==> config.mk <==
export PLATFORM = sky130hd
export DESIGN_NAME = pwm_peripheral_flat
export DESIGN_NICKNAME = d
export VERILOG_FILES = /design/src/rtl/pwm_peripheral_if.sv /design/src/rtl/pwm_peripheral.sv /design/src/flat_wrapper.sv
export SDC_FILE = /design/constraint.sdc
export NUM_CORES = 1
export LEC_CHECK = 0
export BUFFER_PORTS_ARGS = -buffer_cell sky130_fd_sc_hd__buf_2
export CORE_ASPECT_RATIO = 1.75
export CORE_MARGIN = 2
export CORE_UTILIZATION = 44
export DETAILED_ROUTE_END_ITERATION = 10
export GPL_ROUTABILITY_DRIVEN = 0
export GPL_TIMING_DRIVEN = 0
export PLACE_DENSITY = 0.75
export SLEW_MARGIN = 20
export SYNTH_ARGS = -nofsm -noshare
export SYNTH_HDL_FRONTEND = slang
export SYNTH_SLANG_ARGS = --single-unit
==> constraint.sdc <==
create_clock -name clk -period 1.75 [get_ports clk]
set_clock_uncertainty 0.15 [all_clocks]
set_input_delay 0.525 -clock clk [delete_from_list [all_inputs] [get_ports clk]]
set_output_delay 0.525 -clock clk [all_outputs]
set_load 0.01 [all_outputs]
==> src/rtl/pwm_peripheral_if.sv <==
// Register-side bundle of the PWM peripheral: enables and duty in, pad outputs and period pulse back.
interface pwm_peripheral_if;
    logic [15:0] en_out;
    logic [15:0] en_pwm;
    logic [7:0]  duty;
    logic [15:0] out;
    logic        period_tick;

    modport master (output en_out, en_pwm, duty, input out, period_tick);
    modport slave  (input en_out, en_pwm, duty, output out, period_tick);
endinterface

==> src/rtl/pwm_peripheral.sv <==
// 16-channel phase-aligned PWM / static output driver with a CLK_DIV prescaler.
// Define PWM_SHADOW_EN to latch duty only at period boundaries.
module pwm_lane (
    input  logic clk,
    input  logic rst_n,
    input  logic en_out,
    input  logic en_pwm,
    input  logic pwm_raw,
    output logic out_q
);
    logic out_d;

    always_comb begin
        out_d = en_out & (~en_pwm | pwm_raw);
    end

    always_ff @(posedge clk or negedge rst_n) begin
        if (!rst_n) out_q <= 1'b0;
        else        out_q <= out_d;
    end
endmodule

module pwm_peripheral #(
    parameter int unsigned CLK_DIV = 13
) (
    input logic            clk,
    input logic            rst_n,
    pwm_peripheral_if.slave bus
);
    localparam int unsigned NUM_CH   = 16;
    localparam logic [7:0]  DIV_LAST = 8'(CLK_DIV - 1);

    logic [7:0]        div_cnt_q, div_cnt_d;
    logic [7:0]        pwm_cnt_q, pwm_cnt_d;
    logic              period_tick_q, period_tick_d;
    logic [7:0]        duty_act;
    logic              tick, period_end, pwm_raw;
    logic [NUM_CH-1:0] ch_out;

    always_comb begin
        tick          = (div_cnt_q == DIV_LAST);
        period_end    = tick && (pwm_cnt_q == 8'hFF);
        div_cnt_d     = tick ? 8'd0 : div_cnt_q + 8'd1;
        pwm_cnt_d     = tick ? pwm_cnt_q + 8'd1 : pwm_cnt_q;
        period_tick_d = period_end;
        // Full scale is forced high so duty=255 never shows the one-count low slot.
        pwm_raw       = (duty_act == 8'hFF) || (pwm_cnt_q < duty_act);
    end

`ifdef PWM_SHADOW_EN
    logic [7:0] duty_act_q, duty_act_d;

    always_comb begin
        duty_act_d = period_end ? bus.duty : duty_act_q;
    end

    always_ff @(posedge clk or negedge rst_n) begin
        if (!rst_n) duty_act_q <= 8'd0;
        else        duty_act_q <= duty_act_d;
    end

    assign duty_act = duty_act_q;
`else
    assign duty_act = bus.duty;
`endif

    always_ff @(posedge clk or negedge rst_n) begin
        if (!rst_n) begin
            div_cnt_q     <= 8'd0;
            pwm_cnt_q     <= 8'd0;
            period_tick_q <= 1'b0;
        end else begin
            div_cnt_q     <= div_cnt_d;
            pwm_cnt_q     <= pwm_cnt_d;
            period_tick_q <= period_tick_d;
        end
    end

    // One shared compare result fans out to every lane, keeping channels phase-aligned.
    for (genvar i = 0; i < NUM_CH; i++) begin : g_lane
        pwm_lane u_lane (
            .clk     (clk),
            .rst_n   (rst_n),
            .en_out  (bus.en_out[i]),
            .en_pwm  (bus.en_pwm[i]),
            .pwm_raw (pwm_raw),
            .out_q   (ch_out[i])
        );
    end

    assign bus.out         = ch_out;
    assign bus.period_tick = period_tick_q;
endmodule

==> src/flat_wrapper.sv <==
// flat-port wrapper written by rule: the top's interface ports become plain ports
module pwm_peripheral_flat 
#(
    parameter int unsigned CLK_DIV = 13
)
  (clk, rst_n, bus_en_out, bus_en_pwm, bus_duty, bus_out, bus_period_tick);
  pwm_peripheral_if bus_i ();
  input logic clk;
  input logic rst_n;
  input wire logic [$bits(bus_i.en_out)-1:0] bus_en_out;
  input wire logic [$bits(bus_i.en_pwm)-1:0] bus_en_pwm;
  input wire logic [$bits(bus_i.duty)-1:0] bus_duty;
  output wire logic [$bits(bus_i.out)-1:0] bus_out;
  output wire logic [$bits(bus_i.period_tick)-1:0] bus_period_tick;
  assign bus_i.en_out = bus_en_out;
  assign bus_i.en_pwm = bus_en_pwm;
  assign bus_i.duty = bus_duty;
  assign bus_out = bus_i.out;
  assign bus_period_tick = bus_i.period_tick;
  pwm_peripheral #(.CLK_DIV(CLK_DIV)) u_core (.clk(clk), .rst_n(rst_n), .bus(bus_i));
endmodule
### Word-level counts from Yosys, hierarchy flattened

Index checks and enable logic that the tools add are counted.

| storage, ports and cells | value |
|---|---|
| register bits | 33 |
| output and inout port bits | 17 |
| word-level logic and storage cells | 76 |

| cells by class | value |
|---|---|
| $add $sub $neg | 2 |
| $lt $le $gt $ge | 1 |
| equality and inequality tests | 3 |
| mux-type cells | 1 |
| bitwise logic cells | 48 |
| reduce and logical (&&, ||, !) cells | 2 |

Operators by type and width:

| kind | count |
|---|---|
| $add 8x1->8 const B | 2 |
| $and 1x1->1 | 16 |
| $eq 8x8->1 const B | 2 |
| $not 1->1 | 16 |
| $or 1x1->1 | 16 |
| $eq 8x4->1 const B | 1 |
| $lt 8x8->1 | 1 |
| $mux 8 | 1 |
| $logic_and 1x1->1 | 1 |
| $logic_or 1x1->1 | 1 |

### Depth between registers and ports, before layout

| logic depth | value |
|---|---|
| depth after elaboration | 4 |
| depth in mapped cells | 7 |

### Modules after synthesis

A second synthesis with hierarchy kept.

| second synthesis, totals | value |
|---|---|
| cells, all modules | 136 |
| area total of the unflattened synthesis | 1571.5 um^2 |

Modules (own cells, without submodules):

| module | times used | cells an instance | area an instance (um^2) | seq. area each (um^2) |
|---|---|---|---|---|
| pwm_peripheral | 1 | 88 | 991.0 | 425.4 |
| pwm_lane | 16 | 3 | 36.3 | 25.0 |

### Least setup slack after synthesis

Ideal clock, no wire load.

| path | value |
|---|---|
| path type | input to register |
| from | input port bus_duty[7] |
| to | register u_core.g_lane[0].u_lane.out_q |
| setup time | 122 ps |
| arrival time | 1761 ps |
| path slack | -283 ps |
| stages on the path | 7 |
| buffers on the path | 1 |
| cells stage by stage | inv_1 -> ha_1 -> and4_2 -> o21ai_2 -> o32ai_2 -> buf_6 -> a21boi_2 |

| on the way | value |
|---|---|
| longest elaborated chain between the ends | 4 |
| elaborated cells on any way between the ends | 5 |
| classes of those cells | 1 x order compare; 1 x eq/ne; 2 x bitwise; 1 x reduce/logical |

RTL lines:

| item | RTL line | RTL |
|---|---|---|
| start, declared | flat_wrapper.sv:12 | `input wire logic [$bits(bus_i.duty)-1:0] bus_duty;` |
| $lt 8x8->1 or $eq 8x8->1 (tied branches) | pwm_peripheral.sv:47 | `pwm_raw = (duty_act == 8'hFF) \|\| (pwm_cnt_q < duty_act);` |
| $logic_or 1x1->1 * | pwm_peripheral.sv:47 |  |
| $or 1x1->1 * | pwm_peripheral.sv:14 | `out_d = en_out & (~en_pwm \| pwm_raw);` |
| $and 1x1->1 * | pwm_peripheral.sv:14 |  |
| named net u_core.g_lane[0].u_lane.out_d | pwm_peripheral.sv:11 | `logic out_d;` |
| end signal, assigned | pwm_peripheral.sv:19 | `else out_q <= out_d;` |
| end, declared | pwm_peripheral.sv:9 | `output logic out_q` |

Mark *: on every way through the listed nets, which the timed path passes. The rest lies on a longest branch.
A chain may end at the register's enable or synchronous reset.

### Worst setup path after layout

| path | value |
|---|---|
| from | register u_core.pwm_cnt_q[6] |
| to | register u_core.g_lane[15].u_lane.out_q |

| on the way | value |
|---|---|
| longest elaborated chain between the ends | 4 |

RTL lines:

| item | RTL line | RTL |
|---|---|---|
| start, declared | pwm_peripheral.sv:34 | `logic [7:0] pwm_cnt_q, pwm_cnt_d;` |
| start signal, assigned | pwm_peripheral.sv:74 | `pwm_cnt_q <= pwm_cnt_d;` |
| $lt 8x8->1 | pwm_peripheral.sv:47 |  |
| $logic_or 1x1->1 | pwm_peripheral.sv:47 |  |
| $or 1x1->1 | pwm_peripheral.sv:14 |  |
| $and 1x1->1 | pwm_peripheral.sv:14 |  |
| named net u_core.g_lane[15].u_lane.out_d | pwm_peripheral.sv:11 |  |
| end signal, assigned | pwm_peripheral.sv:19 |  |
| end, declared | pwm_peripheral.sv:9 |  |

The timed path passes the listed nets, and every way through them passes these cells.

==> impl_metrics.json <==
{
  "synth_seq_cells": 33,
  "rsz0062_at_grt": "yes",
  "p_per_area_mw_per_mm2": 677.7,
  "rr_startpoint": "u_core.pwm_cnt_q[6]",
  "clockBufferDepth": 2,
  "detail_route.wirelength_um": 3415,
  "final_max_slew_viol_count": 0,
  "final_antenna_net_count": 0,
  "drive_gt1_share_pct": 56.67,
  "yosysMostFrequentCell": "dfrtp_1",
  "wl_per_cell_um": 13.34,
  "clkSinkCount": 33,
  "power_w": 0.001516,
  "dp_hpwl_um": 2632,
  "synth_common_cells": "dfrtp_1 (33), buf_4 (16), a21boi_2 (10), ha_1 (10), xnor2_1 (10)",
  "grt_first_pass_wirelength_um": 5740,
  "cts.reportedPaths.clkPinSlew_ns": 0.07,
  "ctsHoldBuffers": 0,
  "synth-edff-count": 0,
  "r2r-end": "u_core.g_lane[15].u_lane.out_q",
  "holdCritPathClass": "input pin to async pin",
  "syn_nets": 189,
  "h-tree-depth": 2,
  "start_util_pct": 45.93,
  "netlist_area_mm2": 0.001667,
  "dieArea_mm2": 0.004316,
  "status": "finished with violations",
  "synthFlopType": "dfrtp_1",
  "crit_path_start_kind": "flip-flop",
  "fin_util_pct": 61.66,
  "yosys_warnings": 0,
  "arrival_ns": 1.86,
  "core_mm2": 0.003628,
  "viasPerCell": 4.859,
  "diodes": 0,
  "first_global_vias": 1323,
  "fin_ws_ns": -0.08941,
  "area.growth.synth_to_final_pct": 34.23,
  "grt_use_total_pct": 17.57,
  "maxCapViolCount": 0,
  "synth.avg_cell_area_um2": 12.16,
  "ff2ff_setup_slack_ns": -0.09,
  "rr_worst_depth": 6,
  "synth_cells": 137,
  "cts_root_buf": "clkbuf_8",
  "yosysSeqAreaShare_pct": 49.55,
  "synth_area_leader_cell": "dfrtp_1",
  "die_w_um": 50.53,
  "peakVddDrop_mv": 0.7820,
  "grt_max_degree": 34,
  "first_pass_iters": 4,
  "max_freq_mhz": 543.7,
  "synth_area_leaders": "dfrtp_1 (50%), ha_1 (7.5%), buf_4 (7.2%)",
  "hold_viol": 0,
  "dieHeight_um": 85.42,
  "synth-async-reset-ratio_pct": 100.0,
  "finalSetupViolations": 16,
  "detail_route.iter0.violations": 19,
  "ios": 59,
  "period_minus_slack_ns": 1.839,
  "clock_latency_ns": 0.28,
  "leakage_nw": 1.103,
  "path_class": "flip-flop to flip-flop",
  "slew_headroom_pct": 52.76,
  "nNetsFinal": 261,
  "rows": 29,
  "finalCritPeriodShare_pct": 105.1,
  "cts_tree": "built",
  "antenna_found_initial": 0,
  "violations": "negative setup slack",
  "tightest_slew_ns": 0.7086,
  "critPathRequiredTime_ns": 1.77,
  "vias": 1244,
  "critical_path.endpoint_type": "flip-flop",
  "portBuffers": 58,
  "yosysTopAreaCellShare_pct": 49.55,
  "crit_fanout": 5,
  "ys_types": 27,
  "grt_overflow": 0,
  "filler_cell_count": 306,
  "route.detailed.drc": 0,
  "cts_made_buffers": 5
}
## worst max path at each step
stage | end | cells after the start | slack, ns | startpoint
after floorplan | u_core.g_lane[0].u_lane.out_q | 7 | -0.15 | bus_duty[7]
final | u_core.g_lane[15].u_lane.out_q | 6 | -0.09 | u_core.pwm_cnt_q[6]
after CTS | u_core.g_lane[1].u_lane.out_q | 6 | -0.09 | u_core.pwm_cnt_q[6]
after detailed placement | u_core.g_lane[1].u_lane.out_q | 8 | -0.50 | bus_duty[7]
after global placement | u_core.g_lane[0].u_lane.out_q | 8 | -0.46 | bus_duty[7]
after global routing | u_core.g_lane[15].u_lane.out_q | 6 | -0.15 | u_core.pwm_cnt_q[6]
## state kept, by name (all words and copies together), names as in the netlist
signal	count
u_core.g_lane.u_lane.out_q	16
u_core.div_cnt_q	8
u_core.pwm_cnt_q	8
u_core.bus.period_tick	1
## timing repair
| item | CTS | global route |
|---|---|---|
| buffers inserted | 6 | 0 |
| hold endpoints to repair | 0 | 0 |
| endpoints found under the setup margin | 16 | 18 |
| pin swaps | 5 | 0 |
| resized for setup | 9 | 2 |
| cloned | 1 | 0 |
## cells by family (layout without fill, tap and decap cells)
logic type / after synthesis / after routing / synth area share [%]
flops: 33 / 33 / 49.55
simple gates: 30 / 30 / 10.36
buf+inv: 27 / 100 / 10.59
compound gates: 23 / 23 / 14.49
xor+xnor: 13 / 13 / 6.832
fa+ha+maj: 10 / 10 / 7.508
mux: 1 / 1 / 0.6756
## layer usage
metal  vias to the layer above  GRT usage, %  part of all wire, %
met5                         -             0                    0
met2                        45         33.61                   58
met1                       593         17.80                   34
met3                         5         4.930                  6.3
met4                         0         5.160                  1.3
li1                        601             -                    -
## critical path, cell delays in order (launching register included)
cell	delay, ns
dfrtp_2	0.42
ha_4	0.28
and4_4	0.23
o21ai_2	0.07
o32ai_4	0.33
buf_6	0.19
a21boi_2	0.05
## where the power goes
group | total [W] | switching, W | internal, W | leakage, nW
sequential | 0.000786 | 0.00000491 | 0.000782 | 0.402
combinational | 0.000177 | 0.0000780 | 0.0000989 | 0.657
clock | 0.000553 | 0.000279 | 0.000274 | 0.0439
## cell usage in the layout, fill, tap and decap left out
master and n:
a2111oi_4 1, a21boi_0 2, a21boi_1 4, a21boi_2 10
a21o_1 1, a21oi_2 1, a41o_2 1, and2_1 1
and3_1 3, and4_4 1, and4b_2 1, buf_2 58
buf_4 21, buf_6 4, clkbuf_8 5, clkinv_2 2
clkinvlp_4 1, dfrtp_1 32, dfrtp_2 1, ha_1 6
ha_4 4, inv_1 5, inv_2 3, inv_8 1
mux2_2 1, nand2_1 3, nand2b_4 1, nand3_1 3
nand4_1 9, nor2_1 7, nor3_1 1, o21a_1 1
o21ai_2 1, o32ai_4 1, xnor2_1 10, xor2_1 3
## final cells by class
| class | count | area [µm²] | area share, % |
|---|---|---|---|
| Buffer | 18 | 142.6 | 6.376 |
| Clock buffer | 5 | 68.82 | 3.076 |
| Clock inverter | 3 | 17.52 | 0.7830 |
| Inverter | 9 | 41.29 | 1.846 |
| Multi-Input combinational cell | 77 | 732.0 | 32.72 |
| Sequential cell | 33 | 827.0 | 36.97 |
| Tap cell | 46 | 57.56 | 2.573 |
| Timing Repair Buffer | 65 | 350.3 | 15.66 |
## stage by stage
stage          setup slack, ns  setup TNS [ns]  hold slack, ns  cells  instance area [µm²]
3_5_place_dp           -0.5029          -7.286          0.3295    241                 2072
3_3_place_gp           -0.4564          -6.544          0.3188    241                 2072
2_1_floorplan          -0.1536          -1.780         0.07941    137                 1724
6_report              -0.08941          -1.308          0.1397    256                 2237
4_1_cts               -0.09230          -1.356          0.1630    256                 2236
5_1_grt                -0.1455          -2.175          0.2006    256                 2237
(Power assumes the default switching activity.)
